File: config.mk
export PLATFORM = sky130hd
export DESIGN_NAME = axi_rd_arbiter
export DESIGN_NICKNAME = d
export VERILOG_FILES = /design/src/rtl/axi_rd_arbiter_pkg.sv /design/src/rtl/rd_grant_sel.sv /design/src/rtl/axi_rd_arbiter.sv
export SDC_FILE = /design/constraint.sdc
export NUM_CORES = 1
export LEC_CHECK = 0
export CAP_MARGIN = 0
export CORE_UTILIZATION = 34
export DETAILED_ROUTE_END_ITERATION = 12
export GPL_ROUTABILITY_DRIVEN = 0
export GPL_TIMING_DRIVEN = 0
export PLACE_DENSITY_LB_ADDON = 0.2
export SLEW_MARGIN = 20
export SYNTH_ARGS = -nofsm -noshare
export SYNTH_HDL_FRONTEND = slang
export SYNTH_SLANG_ARGS = --single-unit
File: constraint.sdc
create_clock -name clk -period 2.9 [get_ports clk]
set_input_delay 0.58 -clock clk [delete_from_list [all_inputs] [get_ports clk]]
set_output_delay 0.58 -clock clk [all_outputs]
set_load 0.05 [all_outputs]
File: src/rtl/axi_rd_arbiter_pkg.sv
// Shared definitions for the icache/dcache AXI read arbiter: FSM states,
// request type codes, AXI IDs and the beat size used for cache-line bursts.
package axi_rd_arbiter_pkg;

    typedef enum logic [1:0] {
        ST_IDLE = 2'd0,
        ST_AR   = 2'd1,
        ST_R    = 2'd2
    } rd_state_e;

    localparam logic [2:0] RD_TYPE_BYTE = 3'b000;
    localparam logic [2:0] RD_TYPE_HALF = 3'b001;
    localparam logic [2:0] RD_TYPE_WORD = 3'b010;
    localparam logic [2:0] RD_TYPE_LINE = 3'b100;

    localparam logic [3:0] ARID_IC = 4'd0;
    localparam logic [3:0] ARID_DC = 4'd1;

    localparam logic [2:0] AXI_SIZE_WORD = 3'b010;

    function automatic logic isLine(input logic [2:0] rdType);
        return rdType == RD_TYPE_LINE;
    endfunction

endpackage

File: src/rtl/rd_grant_sel.sv
// Combinational two-way grant: dcache wins a conflict unless the priority
// pointer currently favours the icache.
module rd_grant_sel (
    input  logic icReq_i,
    input  logic dcReq_i,
    input  logic prioIc_i,
    output logic icGnt_o,
    output logic dcGnt_o
);

    assign icGnt_o = icReq_i && (!dcReq_i || prioIc_i);
    assign dcGnt_o = dcReq_i && (!icReq_i || !prioIc_i);

endmodule

File: src/rtl/axi_rd_arbiter.sv
// Shares one AXI read port between icache and dcache, one transaction at a time.
// Defining RD_RR_EN replaces fixed dc-over-ic priority with round-robin.
module axi_rd_arbiter
    import axi_rd_arbiter_pkg::*;
#(
    parameter int LINE_BEATS = 16
) (
    input  logic        clk,
    input  logic        rst,

    input  logic        ic_rd_req,
    input  logic [2:0]  ic_rd_type,
    input  logic [31:0] ic_rd_addr,
    output logic        ic_rd_rdy,
    output logic        ic_ret_valid,
    output logic        ic_ret_last,

    input  logic        dc_rd_req,
    input  logic [2:0]  dc_rd_type,
    input  logic [31:0] dc_rd_addr,
    output logic        dc_rd_rdy,
    output logic        dc_ret_valid,
    output logic        dc_ret_last,

    output logic [31:0] ret_data,

    output logic [3:0]  arid,
    output logic [31:0] araddr,
    output logic [7:0]  arlen,
    output logic [2:0]  arsize,
    output logic        arvalid,
    input  logic        arready,

    input  logic [3:0]  rid,
    input  logic [31:0] rdata,
    input  logic [1:0]  rresp,
    input  logic        rlast,
    input  logic        rvalid,
    output logic        rready,
    output logic        rd_err
);

    rd_state_e   state_q, state_d;
    logic [31:0] addr_q, addr_d;
    logic [2:0]  type_q, type_d;
    logic [3:0]  id_q, id_d;
    logic [7:0]  cnt_q, cnt_d;

    logic        prioIc;
    logic        icGnt;
    logic        dcGnt;
    logic        grantTake;
    logic        lenMismatch;

    rd_grant_sel u_grant_sel (
        .icReq_i  (ic_rd_req),
        .dcReq_i  (dc_rd_req),
        .prioIc_i (prioIc),
        .icGnt_o  (icGnt),
        .dcGnt_o  (dcGnt)
    );

    // Requests are never accepted while reset is held, even though the FSM sits in IDLE.
    assign grantTake = (state_q == ST_IDLE) && !rst && (icGnt || dcGnt);

`ifdef RD_RR_EN
    logic prioIc_q, prioIc_d;

    always_comb begin
        prioIc_d = prioIc_q;
        if (grantTake) begin
            prioIc_d = dcGnt;
        end
    end

    always_ff @(posedge clk or posedge rst) begin
        if (rst) begin
            prioIc_q <= 1'b0;
        end else begin
            prioIc_q <= prioIc_d;
        end
    end

    assign prioIc = prioIc_q;
`else
    assign prioIc = 1'b0;
`endif

    assign araddr   = addr_q;
    assign arid     = id_q;
    assign arlen    = isLine(type_q) ? 8'(LINE_BEATS - 1) : 8'd0;
    assign arsize   = isLine(type_q) ? AXI_SIZE_WORD : {1'b0, type_q[1:0]};
    assign ret_data = rdata;
    assign rready   = 1'b1;

    // cnt_q holds beats already received, so the final beat arrives with cnt_q == arlen.
    assign lenMismatch = rlast ? (cnt_q != arlen) : (cnt_q >= arlen);

    assign ic_ret_last = ic_ret_valid && rlast;
    assign dc_ret_last = dc_ret_valid && rlast;

    always_comb begin
        state_d      = state_q;
        addr_d       = addr_q;
        type_d       = type_q;
        id_d         = id_q;
        cnt_d        = cnt_q;
        ic_rd_rdy    = 1'b0;
        dc_rd_rdy    = 1'b0;
        arvalid      = 1'b0;
        ic_ret_valid = 1'b0;
        dc_ret_valid = 1'b0;
        rd_err       = 1'b0;

        case (state_q)
            ST_IDLE: begin
                if (grantTake) begin
                    ic_rd_rdy = icGnt;
                    dc_rd_rdy = dcGnt;
                    addr_d    = dcGnt ? dc_rd_addr : ic_rd_addr;
                    type_d    = dcGnt ? dc_rd_type : ic_rd_type;
                    id_d      = dcGnt ? ARID_DC : ARID_IC;
                    state_d   = ST_AR;
                end
            end

            ST_AR: begin
                arvalid = 1'b1;
                if (arready) begin
                    cnt_d   = 8'd0;
                    state_d = ST_R;
                end
            end

            ST_R: begin
                if (rvalid) begin
                    if (rid != id_q) begin
                        rd_err = 1'b1;
                    end else begin
                        ic_ret_valid = (id_q == ARID_IC);
                        dc_ret_valid = (id_q == ARID_DC);
                        cnt_d        = cnt_q + 8'd1;
                        rd_err       = (rresp != 2'b00) || lenMismatch;
                        if (rlast) begin
                            state_d = ST_IDLE;
                        end
                    end
                end
            end

            default: begin
                state_d = ST_IDLE;
            end
        endcase
    end

    always_ff @(posedge clk or posedge rst) begin
        if (rst) begin
            state_q <= ST_IDLE;
            addr_q  <= 32'd0;
            type_q  <= 3'd0;
            id_q    <= 4'd0;
            cnt_q   <= 8'd0;
        end else begin
            state_q <= state_d;
            addr_q  <= addr_d;
            type_q  <= type_d;
            id_q    <= id_d;
            cnt_q   <= cnt_d;
        end
    end

endmodule

==> impl_metrics.toml, run 1 <==
[outcome]
status = "finished clean"

[sta]
setup_tns_ps = 0
slew_headroom = 0.638
hold_viol = 0
worst_slew_pin_slew_ps = 541
maxSlewViolCount = 0
finalCritPeriodShare = 0.997
fmax_mhz = 346
timing.hold.ws_ps = 468
min_period_ps = 2890
finClkSkew_ps = 12.1
rsz0062_at_grt = "yes"
setup_violations = 0

[synthesis]
netlist_instances = 281
synth_area_um2 = 2720
syn_avg_cell_area_um2 = 9.67
synth-main-ff-cell = "dfrtp_1"
yosys_register_bits = 46
synth_compound_area_frac = 0.0939
synth-xor-area-share = 0.0189
yosysUniqueCellTypes = 42
synth_mux_area_frac = 0.136
async_flop_share = 1.00
synth_fa_ha_area_frac = 0.0230
synth_top_family_by_area = "buffers and inverters"
yosys.area_share.simple = 0.148
ys_warn_count = 0
synth_edf_count = 0
ys_seq_area_frac = 0.424

[cts]
clock_latency_ps = 300
cts_tree = "yes"
htreeDepth = 2
clock_sinks = 46
cts_inserted_buffers = 5
cts.clk_slew.worst_paths_ps = 80
clk_path_buf_depth = 2
clk_root_buffer_cell = "clkbuf_8"

[worst_setup_path]
cp_cell_sequence = "nand2b_4, or2_4, clkinvlp_4, ha_4, and4_4, a2111oi_4, a22o_1, a31oi_4, buf_6"
slowest_stage = "dfrtp_1"
crit_buf_inv = 2
start_kind = "register"
required_ps = 2320
critPathCaptureType = "primary output"
worstPathArrival_ps = 2310
crit_fanout = 4
crit_family = "simple AND/OR/NAND/NOR gates"
startpoint = "type_q[0]"
reg2reg_from = "state_q[1]"
reg2reg_depth = 5
worstSetupPathType = "register to primary output"
slowest_delay_ps = 400
cp.depth = 9

[global_route]
met1_usage = 0.205
grt_max_degree = 29
antenna_found_initial = 0
grt_overflow = 0
use_met2 = 0.293
grt_busiest_layer = "met2"
grt_pass1_vias = 2485
grt_pass1_wl_mm = 11.6
grt_util_met3 = 0.0653
grt.total_usage = 0.173

[finish]
diodes = 0
layout-drive-gt1-share = 0.191
syn_to_final_growth_pct = 73.9
layout.nets = 580
layout_commonest_cell = "clkdlybuf4s50_1"
fin_cells = 563
fillers = 682
final_core_util = 0.612
final_cell_mix = "clkdlybuf4s50_1 (153), buf_4 (48), dfrtp_1 (46)"

[floorplanning]
io_pins = 203
die-area_um2 = 8350
core_um2 = 7730
rows = 32
die_x_um = 91.4
start_util = 0.352
die_y_um = 91.4

[power]
ir_drop_mv = 0.473
p_leak_nw = 2.10
power_mw = 4.07
cellPowerDensity_nw_per_um2 = 861

[min_path]
min_path_type = "register to register"
holdPathStages = 1
worstHoldStart = "cnt_q[7]"

[drt]
avgRoutedWirePerCell_um = 12.8
firstDrtPassIters = 4
vias_per_cell = 4.55
drt_wl_total_mm = 7.20
drtAntennaViolNets = 0
drc = 0
initialDrtViolationCount = 70
vias = 2564

[placement]
hpwl_mm = 5.73
portBuffers = 161
placed_cells = 552

[flow_run]
drv_cap = 0
[report_power, final]
group	switching [mW]	internal [mW]	total, mW
sequential	0.179	0.898	1.08
combinational	1.60	0.919	2.52
clock	0.218	0.254	0.472
[synthesized netlist by cell type (all sizes together), types with 2 or more instances]
library cell  number  area share
mux2i             37        0.14
nor2b              2      0.0046
a21oi             35       0.064
buf               54        0.14
dfrtp             46        0.42
nand4              2      0.0046
nand3              4      0.0074
o21ai              2      0.0037
inv                4      0.0055
nor4               4       0.015
xnor2              4       0.013
clkbuf             4      0.0055
nor2              42       0.061
nand2b             2      0.0046
conb               2      0.0028
nor3               3      0.0074
and2               4      0.0092
nand2              6      0.0083
a21o               2      0.0055
or3                2      0.0064
ha                 5       0.023
[kinds of logic (layout without fill, tap and decap cells)]
logic type | count (synthesis) | count (layout)
XOR/XNOR | 5 | 5
flip-flops | 46 | 46
adder cells (fa/ha/maj) | 5 | 5
other | 2 | 9
AO/OA/AOI/OAI | 46 | 46
AND/OR/NAND/NOR | 78 | 78
buffers and inverters | 62 | 235
multiplexers | 37 | 37
[worst paths after layout]
kind | to | slack (ps)
setup / recovery | rd_err | 9
hold / removal | cnt_q[7] | 470
hold reg to reg | cnt_q[7] | 470
setup reg to reg | araddr[27] | 1100
max in group asynchronous | araddr[31] | 1770
min in group asynchronous | araddr[20] | 650
[registers in the layout, summed over array words and instances (netlist names)]
signal   flops
araddr      32
arid         1
cnt_q        8
state_q      2
type_q       3
[cell type report]
| class | count | area, µm² | share of cell area |
|---|---|---|---|
| Timing Repair Buffer | 165 | 1640 | 0.346 |
| Multi-Input combinational cell | 180 | 1280 | 0.271 |
| Sequential cell | 46 | 1150 | 0.244 |
| Buffer | 58 | 404 | 0.0855 |
| Tap cell | 102 | 128 | 0.0270 |
| Clock buffer | 5 | 68.8 | 0.0146 |
| Clock inverter | 3 | 40.0 | 0.00847 |
| Inverter | 4 | 18.8 | 0.00397 |
[per-layer routing]
metal	vias up	routed length, µm
li1	1265	-
met1	1169	2910
met4	0	108
met5	-	0
met2	120	3490
met3	10	701
[through the flow]
stage / area (µm²) / setup WS, ps
3_3_place_gp: 4500 / -586
6_report: 4730 / 8.63
5_1_grt: 4730 / -93.5
2_1_floorplan: 2760 / 32.8
4_1_cts: 4650 / -180
3_5_place_dp: 4520 / -605
[worst register-to-register path, stage by stage, from the launching register on]
cell and delay, ps:
dfrtp_1 450, nor3_1 340, o21a_1 170, buf_2 170, clkbuf_1 420, a21oi_1 130
[what timing repair did]
action,4_1_cts,5_1_grt
hold buffers,0,0
pin swaps,1,8
endpoints found under the setup margin,7,5
resized for setup,33,11
endpoints found under the hold margin,0,0
buffers inserted,1,2
No activity file was read; power rests on OpenSTA's default activity.
==> inputs of run 2 (changes only) <==
--- a/config.mk
+++ b/config.mk
@@ -6,6 +6,8 @@
 export NUM_CORES = 1
 export LEC_CHECK = 0
 export CAP_MARGIN = 0
+export CORE_ASPECT_RATIO = 0.7
+export CORE_MARGIN = 1.5
 export CORE_UTILIZATION = 34
 export DETAILED_ROUTE_END_ITERATION = 12
 export GPL_ROUTABILITY_DRIVEN = 0
==> impl_metrics.toml, run 2 (synthesis results as in run 1) <==
[outcome]
status = "finished clean"

[worst_setup_path]
crit_fanout = 4
reg2reg_slack_ps = 1100
worstSetupPathType = "register to primary output"
critPathCaptureType = "primary output"
worstPathArrival_ps = 2280
required_ps = 2320
start_kind = "register"
reg2reg_depth = 5

[sta]
slew_headroom = 0.644
hold_viol = 0
worst_slew_pin_slew_ps = 532
fmax_mhz = 349
min_period_ps = 2860
timing.hold.ws_ps = 486
setup_violations = 0
finClkSkew_ps = 4.32
setup_tns_ps = 0
rsz0062_at_grt = "yes"
finalCritPeriodShare = 0.988
maxSlewViolCount = 0
setup_ws_ps = 35.4

[cts]
clk_path_buf_depth = 2
hold_buffers = 0
clock_sinks = 46
cts.clk_slew.worst_paths_ps = 60
cts_tree = "yes"
clk_root_buffer_cell = "clkbuf_16"
htreeDepth = 2
clock_latency_ps = 280
cts_inserted_buffers = 5

[placement]
hpwl_mm = 6.08
dpl_cell_area_um2 = 4520
dp_worst_setup_slack_ps = -603
placed_cells = 551
portBuffers = 161

[floorplanning]
start_util = 0.348
die-area_um2 = 8550
die_y_um = 77.8
core_um2 = 7800
rows = 27
io_pins = 203
die_x_um = 110

[finish]
fillers = 699
largest_reg_flops = 32
diodes = 0
layout_commonest_cell = "clkdlybuf4s50_1"
final_cell_mix = "clkdlybuf4s50_1 (154), buf_4 (47), dfrtp_1 (46)"
layout.nets = 580
final_area_um2 = 4760
final_core_util = 0.610
fin_cells = 562
syn_to_final_growth_pct = 75.1
layout-drive-gt1-share = 0.187

[global_route]
grt_pass1_wl_mm = 11.6
grt_pass1_vias = 2511
antenna_found_initial = 0
grt_max_degree = 32
grt.total_usage = 0.176
grt_overflow = 0

[drt]
firstDrtPassIters = 4
vias_per_cell = 4.57
avgRoutedWirePerCell_um = 13.5
drtAntennaViolNets = 0
drt_wl_total_mm = 7.58
initialDrtViolationCount = 39
drc = 0
vias = 2567

[flow_run]
drv_cap = 0

[power]
ir_drop_mv = 0.468
power_mw = 4.19
cellPowerDensity_nw_per_um2 = 880
p_leak_nw = 2.11

[min_path]
holdPathStages = 1
min_path_type = "register to register"
==> run 2: cell count changes in the layout (fill, tap and decap cells not counted) <==
cell	before	now
bufinv_16	1	0
nor3_4	1	0
clkbuf_8	5	1
clkbuf_1	4	5
clkinv_2	2	1
clkbuf_16	0	5
buf_4	48	47
nor3_2	0	1
clkdlybuf4s50_1	153	154
==> run 2: power by group <==
group          switching (mW)  internal (mW)  leakage, nW  total, mW
registers               0.174          0.900        0.532       1.07
clock network           0.231          0.342       0.0739      0.572
logic                    1.62          0.922         1.51       2.54
total                    2.02           2.16         2.11       4.19
==> run 2: final timing paths <==
kind | endpoint | startpoint
min reg2reg | cnt_q[7] | cnt_q[7]
max | rd_err | type_q[0]
min in group asynchronous | araddr[21] | rst
min | cnt_q[7] | cnt_q[7]
max reg2reg | araddr[27] | state_q[1]
max in group asynchronous | type_q[1] | rst
==> run 2: timing repair <==
action / CTS / global route
setup endpoints to repair: 7 / 5
buffers inserted: 0 / 3
pin swaps: 1 / 10
gates resized for setup: 31 / 12
==> run 2: area by class of cell <==
cell class	count	area, µm²	share of cell area
Clock inverter	1	5.00	0.00105
Clock buffer	7	143	0.0300
Tap cell	101	126	0.0266
Inverter	4	18.8	0.00394
Buffer	58	404	0.0849
Sequential cell	46	1150	0.242
Multi-Input combinational cell	180	1270	0.267
Timing Repair Buffer	165	1640	0.344
==> run 2: layer usage <==
metal / vias to the layer above / GRT usage / wire length [µm]
met1: 1191 / 0.214 / 3020
met2: 107 / 0.293 / 3700
met3: 5 / 0.0689 / 819
met4: 0 / 0.0390 / 48
li1: 1264 / - / -
met5: - / 0 / 0
==> run 2: critical path: stages, from the launching register on <==
cell and delay [ps]:
dfrtp_1 370, nand2b_4 140, or2_4 310, clkinvlp_4 110
ha_4 190, and4_4 150, a2111oi_4 270, a22o_1 210
a31oi_4 80, buf_6 170
==> inputs of run 3 (changes only) <==
--- a/config.mk
+++ b/config.mk
@@ -8,7 +8,7 @@
 export CAP_MARGIN = 0
 export CORE_ASPECT_RATIO = 0.7
 export CORE_MARGIN = 1.5
-export CORE_UTILIZATION = 34
+export CORE_UTILIZATION = 35
 export DETAILED_ROUTE_END_ITERATION = 12
 export GPL_ROUTABILITY_DRIVEN = 0
 export GPL_TIMING_DRIVEN = 0
@@ -16,4 +16,5 @@
 export SLEW_MARGIN = 20
 export SYNTH_ARGS = -nofsm -noshare
 export SYNTH_HDL_FRONTEND = slang
+export SYNTH_HIERARCHICAL = 1
 export SYNTH_SLANG_ARGS = --single-unit
==> constraint.sdc (replaced) <==
create_clock -name clk -period 3 [get_ports clk]
set_input_delay 0.6 -clock clk [delete_from_list [all_inputs] [get_ports clk]]
set_output_delay 0.6 -clock clk [all_outputs]
set_load 0.05 [all_outputs]
==> impl_metrics.toml, run 3 <==
[floorplanning]
die-area_um2 = 8460
die_y_um = 77.4
die_x_um = 109
io_pins = 203
core_um2 = 7480
rows = 26
start_util = 0.370

[global_route]
grt_util_met3 = 0.0613
met1_usage = 0.224
grt_overflow = 0
grt_pass1_wl_mm = 12.1
grt_max_degree = 29
grt_busiest_layer = "met2"
antenna_found_initial = 0
grt_pass1_vias = 2584
use_met2 = 0.317
grt.total_usage = 0.186

[synthesis]
yosysUniqueCellTypes = 40
netlist_instances = 285
yosys_register_bits = 46
ys_warn_count = 6
synth.top_cells.by_count = "dfrtp_1 (46), buf_4 (44), nand2_1 (40), mux2i_1 (36), o21ai_0 (36)"
async_flop_share = 1.00
synth-main-ff-cell = "dfrtp_1"
syn_avg_cell_area_um2 = 9.71
synth_edf_count = 0
synth_top_area_cell = "dfrtp_1"
synth_top_area_frac = 0.416
ys_seq_area_frac = 0.416
yosysMostFrequentCell = "dfrtp_1"
synth_area_um2 = 2770
synthTopCellsByArea = "dfrtp_1 (42%), mux2i_1 (13%), buf_4 (12%)"

[power]
power_mw = 4.09
sw_frac_of_total = 0.482
p_int_mw = 2.12
ir_drop_mv = 0.591
p_leak_nw = 2.16
p_clk_frac = 0.135
p_switching_mw = 1.97
comb_power_share = 0.612
p_seq_frac = 0.253
cellPowerDensity_nw_per_um2 = 849

[placement]
portBuffers = 161
dpl_cell_area_um2 = 4560
hpwl_mm = 6.25

[worst_setup_path]
startpoint = "type_q[0]"
crit_end = "rd_err"
worstReg2RegEnd = "type_q[2]"
required_ps = 2400
reg2reg_slack_ps = 1290
cp_cell_sequence = "nand2b_4, or2_4, ha_4, and4_4, a2111oi_4, a22o_1, a31oi_2, buf_6"
reg2reg_depth = 5
worstPathArrival_ps = 2360
critPathCaptureType = "primary output"
slowest_stage = "dfrtp_1"
crit_fanout = 4
slowest_delay_ps = 400
reg2reg_from = "state_q[1]"
worstSetupPathType = "register to primary output"
start_kind = "register"

[drt]
initialDrtViolationCount = 71
avgRoutedWirePerCell_um = 13.8
vias = 2625
drtAntennaViolNets = 0
drt_wl_total_mm = 7.81
drc = 0
firstDrtPassIters = 4
vias_per_cell = 4.63

[cts]
clock_latency_ps = 280
cts_tree = "yes"
hold_buffers = 0
clk_root_buffer_cell = "clkbuf_16"
cts.clk_slew.worst_paths_ps = 60
cts_inserted_buffers = 5
clk_path_buf_depth = 2
htreeDepth = 2
clock_sinks = 46

[finish]
syn_to_final_growth_pct = 74.1
final_core_util = 0.644
diodes = 0
layout_commonest_cell = "clkdlybuf4s50_1"
fillers = 635
final_cell_mix = "clkdlybuf4s50_1 (152), buf_4 (52), dfrtp_1 (46)"
layout.nets = 588
final_area_um2 = 4820
largest_reg_flops = 32
layout-drive-gt1-share = 0.190

[sta]
finalCritPeriodShare = 0.988
slew_headroom = 0.625
hold_viol = 0
setup_tns_ps = 0
setup_violations = 0
rsz0062_at_grt = "yes"
fmax_mhz = 337
worst_slew_pin_slew_ps = 559
finClkSkew_ps = 2.85
min_period_ps = 2960
maxSlewViolCount = 0

[min_path]
min_path_type = "register to register"

[outcome]
status = "finished clean"

[flow_run]
drv_cap = 0
==> run 3: cells by family (layout without fill, tap and decap cells) <==
group | after synthesis | after routing | share of synthesized area
mux | 36 | 36 | 0.130
buf+inv | 63 | 238 | 0.150
compound gates | 47 | 47 | 0.0927
xor+xnor | 6 | 6 | 0.0258
other cells | 2 | 11 | 0.00271
fa+ha+maj | 5 | 5 | 0.0226
flops | 46 | 46 | 0.416
simple gates | 80 | 80 | 0.160
==> run 3: worst max-delay path, delay by kind of cell (launching register included) <==
kind	cells	cell delay, ps
adder cells (fa/ha/maj)	1	270
AND/OR/NAND/NOR	3	630
flip-flops	1	400
buffers and inverters	1	170
AO/OA/AOI/OAI	3	610
==> run 3: area by class of cell <==
class | instances | area (µm²) | share of cell area
repair buffers | 167 | 1660 | 0.344
multi-input cells | 185 | 1320 | 0.275
flip-flops and latches | 46 | 1150 | 0.239
plain buffers | 57 | 392 | 0.0813
clock buffers | 7 | 143 | 0.0296
well taps | 98 | 123 | 0.0255
inverters | 6 | 26.3 | 0.00545
clock inverters | 1 | 5.00 | 0.00104
==> run 3: layer usage <==
layer	wire length, µm	vias up
met5	0	-
met4	127	0
met2	3820	130
met3	736	11
met1	3120	1205
li1	-	1279
==> run 3: how the worst min path moves through the flow <==
stage,startpoint,endpoint,depth (start not counted)
floorplan,type_q[2],type_q[2],2
global placement,araddr[22],araddr[22],2
detailed placement,araddr[22],araddr[22],2
CTS,araddr[22],araddr[22],2
global route,araddr[22],araddr[22],2
finish,araddr[22],araddr[22],2
==> run 3: per-stage QoR <==
step	instances	setup slack [ps]	hold WS, ps
3_3_place_gp	553	-538	463
2_1_floorplan	294	59.3	451
6_report	567	35.7	478
4_1_cts	563	-121	483
5_1_grt	567	-72.0	511
3_5_place_dp	554	-548	469
==> run 3: timing repair <==
action / in CTS / in global routing
pin swaps: 1 / 6
endpoints found under the setup margin: 6 / 3
resized for setup: 29 / 11
buffers inserted: 1 / 4
cloned: 0 / 0
==> run 3: power by group through the flow <==
stage | Sequential [mW] | Clock (mW) | Combinational, mW
after floorplan | 1.76 | 0 | 0.797
after global placement | 1.03 | 0 | 2.34
after detailed placement | 1.04 | 0 | 2.38
after CTS | 1.03 | 0.562 | 2.41
after global routing | 1.07 | 0.596 | 2.64
final | 1.04 | 0.551 | 2.50
